[src/rtl/t05_translation_encode.sv]
// t05_translation_encode
// Reads uncompressed characters over a SPI-style byte source, fetches each
// character's code path from a codebook SRAM, and packs the path bits
// MSB-first into bytes written to a SPI-style sink with a ready handshake.
// A partially filled final byte is zero-padded and flushed.
//
// Optional feature: define T05_TRANSLATION_BITCOUNT_EN to add the total_bits
// output, which counts every emitted path bit (padding excluded).
//
// Reset: rst is asynchronous and active-low.
module t05_translation_encode (
    input  logic         clk,
    input  logic         rst,
    input  logic         translation_enable,
    input  logic [31:0]  tot_chars,
    output logic         SPI_read_en,
    input  logic         SPI_data_valid,
    input  logic [7:0]   SPI_data_in,
    output logic         SRAM_read_en,
    output logic [7:0]   char_index,
    input  logic         SRAM_data_valid,
    input  logic [127:0] SRAM_data_in,
    input  logic [7:0]   SRAM_len_in,
    output logic [7:0]   SPI_data_out,
    output logic         SPI_write_en,
    input  logic         SPI_write_ready,
    output logic         finished,
    output logic [31:0]  chars_done
`ifdef T05_TRANSLATION_BITCOUNT_EN
    ,
    output logic [31:0]  total_bits
`endif
);

    typedef enum logic [3:0] {
        INIT,
        READ_SPI_CHAR,
        WAIT_SPI,
        READ_SRAM_PATH,
        WAIT_SRAM,
        EMIT_BITS,
        WRITE_BYTE,
        FLUSH,
        FINISH
    } state_t;

    state_t         state_reg, state_next;
    logic [31:0]    tot_reg, tot_next;
    logic [7:0]     char_reg, char_next;
    logic [127:0]   path_reg, path_next;
    logic [7:0]     bits_left_reg, bits_left_next;
    logic [7:0]     byte_reg, byte_next;
    logic [3:0]     bit_fill_reg, bit_fill_next;
    logic [31:0]    chars_done_reg, chars_done_next;
    logic           last_char;
`ifdef T05_TRANSLATION_BITCOUNT_EN
    logic [31:0]    total_bits_reg, total_bits_next;
`endif

    // The character being finished now is the final one of the run.
    assign last_char = ((chars_done_reg + 32'd1) == tot_reg);

    // State and datapath registers; rst aborts immediately.
    always_ff @(posedge clk or negedge rst) begin
        if (!rst) begin
            state_reg      <= INIT;
            tot_reg        <= '0;
            char_reg       <= '0;
            path_reg       <= '0;
            bits_left_reg  <= '0;
            byte_reg       <= '0;
            bit_fill_reg   <= '0;
            chars_done_reg <= '0;
`ifdef T05_TRANSLATION_BITCOUNT_EN
            total_bits_reg <= '0;
`endif
        end else begin
            state_reg      <= state_next;
            tot_reg        <= tot_next;
            char_reg       <= char_next;
            path_reg       <= path_next;
            bits_left_reg  <= bits_left_next;
            byte_reg       <= byte_next;
            bit_fill_reg   <= bit_fill_next;
            chars_done_reg <= chars_done_next;
`ifdef T05_TRANSLATION_BITCOUNT_EN
            total_bits_reg <= total_bits_next;
`endif
        end
    end

    // Next-state, datapath updates and request strobes.
    always_comb begin
        state_next      = state_reg;
        tot_next        = tot_reg;
        char_next       = char_reg;
        path_next       = path_reg;
        bits_left_next  = bits_left_reg;
        byte_next       = byte_reg;
        bit_fill_next   = bit_fill_reg;
        chars_done_next = chars_done_reg;
`ifdef T05_TRANSLATION_BITCOUNT_EN
        total_bits_next = total_bits_reg;
`endif
        SPI_read_en     = 1'b0;
        SRAM_read_en    = 1'b0;
        SPI_write_en    = 1'b0;
        finished        = 1'b0;

        case (state_reg)
            INIT: begin
                if (translation_enable) begin
                    tot_next        = tot_chars;
                    chars_done_next = '0;
`ifdef T05_TRANSLATION_BITCOUNT_EN
                    total_bits_next = '0;
`endif
                    state_next      = (tot_chars == 32'd0) ? FINISH : READ_SPI_CHAR;
                end
            end

            READ_SPI_CHAR: begin
                SPI_read_en = 1'b1;
                state_next  = WAIT_SPI;
            end

            WAIT_SPI: begin
                if (SPI_data_valid) begin
                    char_next  = SPI_data_in;
                    state_next = READ_SRAM_PATH;
                end
            end

            READ_SRAM_PATH: begin
                SRAM_read_en = 1'b1;
                state_next   = WAIT_SRAM;
            end

            WAIT_SRAM: begin
                if (SRAM_data_valid) begin
                    path_next      = SRAM_data_in;
                    bits_left_next = (SRAM_len_in > 8'd128) ? 8'd128 : SRAM_len_in;
                    state_next     = EMIT_BITS;
                end
            end

            EMIT_BITS: begin
                if (bits_left_reg == 8'd0) begin
                    // Zero-length code: the character completes with no bits.
                    chars_done_next = chars_done_reg + 32'd1;
                    state_next      = last_char ? FLUSH : READ_SPI_CHAR;
                end else begin
                    // 7 - bit_fill for a 3-bit fill is its bitwise inverse.
                    byte_next[~bit_fill_reg[2:0]] = path_reg[127];
                    path_next      = {path_reg[126:0], 1'b0};
                    bits_left_next = bits_left_reg - 8'd1;
                    bit_fill_next  = bit_fill_reg + 4'd1;
`ifdef T05_TRANSLATION_BITCOUNT_EN
                    total_bits_next = total_bits_reg + 32'd1;
`endif
                    if (bit_fill_reg == 4'd7) begin
                        // Byte full takes priority over char completion.
                        state_next = WRITE_BYTE;
                    end else if (bits_left_reg == 8'd1) begin
                        chars_done_next = chars_done_reg + 32'd1;
                        state_next      = last_char ? FLUSH : READ_SPI_CHAR;
                    end
                end
            end

            WRITE_BYTE: begin
                SPI_write_en = 1'b1;
                if (SPI_write_ready) begin
                    byte_next     = '0;
                    bit_fill_next = '0;
                    if (bits_left_reg != 8'd0) begin
                        state_next = EMIT_BITS;
                    end else begin
                        chars_done_next = chars_done_reg + 32'd1;
                        state_next      = last_char ? FLUSH : READ_SPI_CHAR;
                    end
                end
            end

            FLUSH: begin
                // Unused low bits are already zero since the byte was
                // cleared on the previous write.
                if (bit_fill_reg == 4'd0) begin
                    state_next = FINISH;
                end else begin
                    SPI_write_en = 1'b1;
                    if (SPI_write_ready) begin
                        byte_next     = '0;
                        bit_fill_next = '0;
                        state_next    = FINISH;
                    end
                end
            end

            FINISH: begin
                finished = 1'b1;
            end

            default: begin
                state_next = INIT;
            end
        endcase

        // Dropping the enable abandons everything, including a partial byte.
        if (!translation_enable) begin
            state_next      = INIT;
            tot_next        = '0;
            char_next       = '0;
            path_next       = '0;
            bits_left_next  = '0;
            byte_next       = '0;
            bit_fill_next   = '0;
            chars_done_next = '0;
`ifdef T05_TRANSLATION_BITCOUNT_EN
            total_bits_next = '0;
`endif
        end
    end

    assign char_index   = char_reg;
    assign SPI_data_out = byte_reg;
    assign chars_done   = chars_done_reg;
`ifdef T05_TRANSLATION_BITCOUNT_EN
    assign total_bits   = total_bits_reg;
`endif

endmodule

[config.mk]
export PLATFORM = sky130hd
export DESIGN_NAME = t05_translation_encode
export DESIGN_NICKNAME = d
export VERILOG_FILES = /design/src/rtl/t05_translation_encode.sv
export SDC_FILE = /design/constraint.sdc
export NUM_CORES = 1
export LEC_CHECK = 0
export ABC_AREA = 1
export CAP_MARGIN = 25
export CORE_MARGIN = 2
export CORE_UTILIZATION = 52
export DETAILED_ROUTE_END_ITERATION = 7
export PLACE_DENSITY_LB_ADDON = 0.05
export SYNTH_ARGS = -nofsm -noshare
export SYNTH_HDL_FRONTEND = slang
export SYNTH_SLANG_ARGS = --single-unit
[constraint.sdc]
create_clock -name clk -period 2.5 [get_ports clk]
set_input_delay 0.25 -clock clk [delete_from_list [all_inputs] [get_ports clk]]
set_output_delay 0.25 -clock clk [all_outputs]
set_load 0.005 [all_outputs]
==> qor.yml, run 1 <==
path_clk_slew_ps: 60
r2r_start: "bits_left_reg[0]"
seqPwrFrac_pct: 42.0
setup-violations-final: 0
port_buffers: 233
grt_max_degree: 128
power_mw: 11.0
relSlewSlack_pct: 40.6
wirelength_um: 33300
synth.most_common_cell: "nand2_1"
path_class: "reg2out"
grt_usage_pct: 27.8
synth_area_leaders: "dfrtp_1 48%, nand2_1 11%, a22oi_1 8.2%, o21ai_0 7.7%, nand3_1 5.7%"
vias: 11200
use_met1_pct: 36.6
crit_chain: "inv_1 -> nand3_2 -> nor2_4 -> inv_1 -> nand2_1 -> nand2_1 -> inv_1 -> clkdlybuf4s50_1"
crit_top_cell: "inv_1"
first_pass_iters: 8
comb_power_share_pct: 24.5
ys_warn_count: 0
top_usage_layer: "met2"
regToRegSetupSlack_ps: 150
synth_area_leader_cell: "dfrtp_1"
hpwl_um: 23200
maxCapViolations: 0
clock_path_buffers: 3
fin_nets: 1883
synth_nets: 1644
grt_pass1_wl_um: 54100
largest_reg_flops: 128
startpoint: "state_reg[3]"
hold_path_class: "in2async"
drc: 0
routedWlPerCell_um: 16.7
grt_overflow: 0
io_pins: 234
fillerInstances: 1803
insertion_delay_ps: 520
ant_nets: 0
cpPeakStageDelay_ps: 510
worstRegToRegCells: 15
synth_edf_count: 0
p_switching_mw: 3.47
cts-htree-levels: 1
leakagePower_nw: 6.77
crit_buf_inv: 4
clock-sinks: 224
die_w_um: 154
synth_cell_types: 40
use_met2_pct: 46.7
die_y_um: 154
rsz0062_at_grt: "true"
syn_inst: 1457
cts_inserted_buffers: 25
critPathCapture: "SPI_write_en"
worst_slew_pin_slew_ps: 890
drt_iter0_drc: 868
synth_area_mm2: 0.0117
slowest_stage: "clkdlybuf4s50_1"
grt_pass1_vias: 10900
netSwitchingFraction_pct: 31.6
pre_cts_ws_ps: 107
tritoncts: "done"
antenna_found_initial: 1
period_minus_slack_ps: 2410
final_max_slew_viol_count: 0
critPathArrivalTime_ps: 2160
critPathTopFamily: "buffers and inverters"
finalCritPeriodShare_pct: 96.5
synthFlopType: "dfrtp_1"
fin_area_mm2: 0.0156
skew_ps: 15.8
vdd_drop_max_v: 0.000485
place_congestion: 0.910
crit_cells: 8
start_util_pct: 53.2
powerDensity_mw_per_mm2: 706
synth.avg_cell_area_um2: 8.02
start_kind: "flop"
fin_util_pct: 70.9
ys_seq_area_share_pct: 48.0
synth_top_area_share_pct: 48.0
cts_root_buffer: "clkbuf_16"
core_area_mm2: 0.0220
hold_viol: 0
row_count: 54
layout_setup_ws_ps: 88.1
layout-drive-gt1-share_pct: 9.57
place_area_mm2: 0.0146
viasPerCell: 5.63
worstSetupEndpointType: "primary output"
status: "complete, no violations"
fmax_ghz: 0.415
path_max_fanout: 4
areaGrowthSynthToFinish_pct: 33.2
ys_ff_latch: 224
synthTopCellsByCount: "356 x nand2_1, 224 x dfrtp_1, 179 x o21ai_0"
pwr-share-clk_pct: 33.5
r2r-end: "chars_done[8]"
required_ps: 2250
synthArstFlopShare_pct: 100
grt.met3_usage_pct: 5.41
intPower_mw: 7.51
die_area_mm2: 0.0237
-- cell families (layout without fill, tap and decap cells) --
kind of cell / after synthesis / after routing / share of synthesized area [%]
AOI/OAI and AO/OA: 383 / 383 / 19.8
xor gates and xnor gates: 11 / 11 / 1.18
adders and majority gates: 5 / 5 / 0.535
buffers and inverters: 200 / 456 / 6.73
DFF: 224 / 224 / 48.0
other: 0 / 1 / 0
and+or+nand+nor: 634 / 634 / 23.8
-- power groups by stage --
stage | clock, mW | sequential (mW) | combinational, mW
5_1_grt | 3.89 | 4.69 | 3.00
3_5_place_dp | 0 | 4.65 | 2.59
6_report | 3.68 | 4.62 | 2.69
4_1_cts | 3.75 | 4.60 | 2.60
3_3_place_gp | 0 | 4.64 | 2.55
2_1_floorplan | 0 | 4.54 | 1.60
-- what timing repair did --
item | 4_1_cts | 5_1_grt
hold buffers | 1 | 0
setup endpoints to repair | 0 | 73
setup buffers | 0 | 8
endpoints found under the hold margin | 58 | 0
gates resized for setup | 0 | 30
-- area by class of cell --
type	instances	area [um2]	area share, %
antenna	1	2.50	0.0161
multi-input combinational	1033	5390	34.6
tap	280	350	2.25
clock inverter	8	93.8	0.603
sequential	224	5620	36.1
inverter	124	470	3.02
clock buffer	36	727	4.67
timing repair buffer	288	2920	18.8
-- through the flow --
| step | setup TNS, ps | cells | hold WS [ps] |
|---|---|---|---|
| floorplan | 0 | 1457 | -45.6 |
| global placement | 0 | 1939 | 238 |
| detailed placement | 0 | 1939 | 237 |
| CTS | 0 | 1984 | 262 |
| global route | -116 | 1994 | 291 |
| finish | 0 | 1994 | 270 |
-- worst min path at each step --
stage / startpoint / endpoint / slack, ps / cells past startpoint
6_report: rst / chars_done[10] / 270 / 2
5_1_grt: SPI_data_in[0] / char_index[0] / 290 / 3
4_1_cts: SPI_data_in[0] / char_index[0] / 260 / 3
3_5_place_dp: rst / chars_done[13] / 240 / 1
3_3_place_gp: rst / chars_done[13] / 240 / 1
2_1_floorplan: rst / SPI_data_out[0] / -50 / 0
-- cells in the final DEF (no fill, tap or decap), drive strengths merged, types with 17 or more instances in the layout --
cell,instances
a21oi,20
dfrtp,224
nor3,17
clkdlybuf4s50,232
buf,54
o21ai,203
inv,125
nor2,99
a22oi,128
nand2,365
clkbuf,37
nand3,133
-- metal layers --
layer	up-vias	share of wire (%)
met1	5242	42
met4	0	3.0
met3	75	7.5
met5	-	0
li1	5459	-
met2	455	48
(Power assumes the default switching activity.)
==> inputs of run 2 (changes only) <==
- CAP_MARGIN: 25 -> 20
- CORE_MARGIN: 2 -> 3
- PLACE_DENSITY: unset -> 0.87
- PLACE_DENSITY_LB_ADDON: 0.05 -> unset
==> qor.yml, run 2 (synthesized netlist as in run 1, its figures left out) <==
status: "complete, no violations"  # unchanged
netSwitchingFraction_pct: 32.5  # was 31.6%
pre_cts_ws_ps: 86.9  # was 107 ps
cts-htree-levels: 1  # unchanged
fmax_ghz: 0.408  # was 0.415 GHz
slowest_stage: "clkdlybuf4s50_1"  # unchanged
tritoncts: "done"  # unchanged
path_class: "reg2out"  # unchanged
path_clk_slew_ps: 60  # about the same
setup-violations-final: 0  # unchanged
crit_buf_inv: 4  # unchanged
cts_root_buffer: "clkbuf_16"  # unchanged
layout_commonest_cell: "nand2_1"  # unchanged
die_y_um: 156  # was 154 um
p_switching_mw: 3.56  # was 3.47 mW
powerDensity_mw_per_mm2: 711  # was 706 mW/mm2
die_area_mm2: 0.0243  # was 0.0237 mm2
row_count: 54  # unchanged
io_pins: 234  # unchanged
finalCritPeriodShare_pct: 98.0  # was 96.5%
crit_chain: "inv_2 -> nand3_2 -> nor2_4 -> inv_1 -> nand2_1 -> nand2_1 -> inv_1 -> clkdlybuf4s50_1"  # was inv_1 -> nand3_2 -> nor2_4 -> inv_1 -> nand2_1 -> nand2_1 -> inv_1 -> clkdlybuf4s50_1
start_kind: "flop"  # unchanged
clock_path_buffers: 3  # unchanged
fin_util_pct: 70.1  # was 70.9%
grt_pass1_vias: 11300  # was 10900
routedWlPerCell_um: 17.7  # was 16.7 um
clock-sinks: 224  # unchanged
ant_nets: 0  # unchanged
drc: 0  # unchanged
largest_reg_flops: 128  # unchanged
maxCapViolations: 0  # unchanged
comb_power_share_pct: 24.7  # was 24.5%
cts_inserted_buffers: 26  # was 25
port_buffers: 233  # unchanged
layout_setup_ws_ps: 50.7  # was 88.1 ps
dp_cells: 1925  # was 1939
grt_max_degree: 128  # unchanged
tns_ps: 0  # unchanged
seqPwrFrac_pct: 42.4  # was 42.0%
hold_path_class: "in2reg"  # was in2async
final_max_slew_viol_count: 0  # unchanged
drt_iter0_drc: 1139  # was 868
final_cell_mix: "356 x nand2_1, 232 x clkdlybuf4s50_1, 216 x dfrtp_1"  # was 356 x nand2_1, 232 x clkdlybuf4s50_1, 214 x dfrtp_1
worstSetupEndpointType: "primary output"  # unchanged
grt_pass1_wl_um: 55400  # was 54100 um
intPower_mw: 7.38  # was 7.51 mW
viasPerCell: 5.91  # was 5.63
vias: 11700  # was 11200
leakagePower_nw: 6.67  # was 6.77 nW
fillerInstances: 1620  # was 1803
critPathTopFamily: "buffers and inverters"  # unchanged
period_minus_slack_ps: 2450  # was 2410 ps
grt_usage_pct: 27.7  # was 27.8%
hpwl_um: 24400  # was 23200 um
fin_nets: 1866  # was 1883
path_max_fanout: 6  # was 4
rsz0062_at_grt: "true"  # unchanged
required_ps: 2250  # about the same
start_util_pct: 53.2  # unchanged
relSlewSlack_pct: 37.8  # was 40.6%
final_cells: 1975  # was 1994
critPathArrivalTime_ps: 2200  # was 2160 ps
antenna_cells: 0  # was 1
place_congestion: 0.925  # was 0.910
core_area_mm2: 0.0220  # unchanged
cpPeakStageDelay_ps: 500  # was 510 ps
hold_viol: 0  # unchanged
insertion_delay_ps: 540  # was 520 ps
grt_overflow: 0  # unchanged
layout-drive-gt1-share_pct: 8.32  # was 9.57%
vdd_drop_max_v: 0.000454  # was 0.000485 V
areaGrowthSynthToFinish_pct: 31.7  # was 33.2%
die_w_um: 156  # was 154 um
wirelength_um: 35000  # was 33300 um
antenna_found_initial: 0  # was 1
power_mw: 10.9  # was 11.0 mW
first_pass_iters: 6  # was 8
worst_slew_pin_slew_ps: 933  # was 890 ps
pwr-share-clk_pct: 32.9  # was 33.5%
skew_ps: 14.7  # was 15.8 ps
## run 2: cell count changes in the layout (fill, tap and decap cells not counted), sizes merged
cell    change
buf        -17
bufinv      -1
clkbuf      -3
clkinv      +5
diode       -1
inv         -2
## run 2: layout make-up
cell class                      count  area [um2]  share of cell area, %
Clock buffer                       34         711                   4.62
Clock inverter                     10        86.3                  0.561
Inverter                          124         480                   3.12
Multi-Input combinational cell   1033        5370                   34.9
Sequential cell                   224        5620                   36.5
Tap cell                          280         350                   2.28
Timing Repair Buffer              270        2780                   18.1
## run 2: worst reg2reg max path: stages, from the launching register on
cell     delay [ps]
dfrtp_1         490
nand2_2         130
nor2_4          230
nand2_4         120
nor2_8          200
nand2_1         110
nand3_1          90
nand2_1          50
nor2_1          170
nand3_1         120
nor2_2          160
nand3_2         130
nand2_1          90
nand2_1          50
nand3_1          70
nand2_1          50
nand2_1          70
## run 2: repair_timing
action,CTS,global route
hold buffers,1,0
gates cloned,0,1
pin swaps,0,6
hold endpoints to repair,75,0
gates resized for setup,2,33
buffers inserted,0,4
endpoints found under the setup margin,1,133
## run 2: per-stage QoR
step	cell area [um2]	hold slack, ps
final	15400	277
after global routing	15400	285
after floorplan	11700	-45.6
after CTS	15300	275
after detailed placement	14400	291
after global placement	14400	285
## run 2: worst paths after layout
path                                     start  cells after the start              to  slack [ps]
max in group asynchronous                  rst                      3  chars_done[15]        1470
worst min-delay path            SPI_data_in[6]                      3   char_index[6]         280
min in group asynchronous                  rst                      2      tot_reg[9]         300
worst max-delay path              state_reg[0]                      8    SPI_write_en          50
worst min register to register    path_reg[55]                      2    path_reg[55]         490
worst max register to register   chars_done[3]                     16    state_reg[2]         110
## run 2: per-layer routing
layer | global-route usage [%] | vias to the layer above | share of wire (%)
met4 | 10.3 | 0 | 4.0
li1 | - | 5425 | -
met1 | 35.6 | 5504 | 39
met5 | 0 | - | 0
met3 | 4.72 | 112 | 8.8
met2 | 47.2 | 625 | 49
## run 2: power groups by stage
stage | combinational (mW) | sequential, mW | clock (mW)
floorplan | 1.60 | 4.54 | 0
global placement | 2.51 | 4.63 | 0
detailed placement | 2.59 | 4.66 | 0
CTS | 2.62 | 4.62 | 3.64
global route | 3.01 | 4.69 | 3.80
finish | 2.71 | 4.64 | 3.59
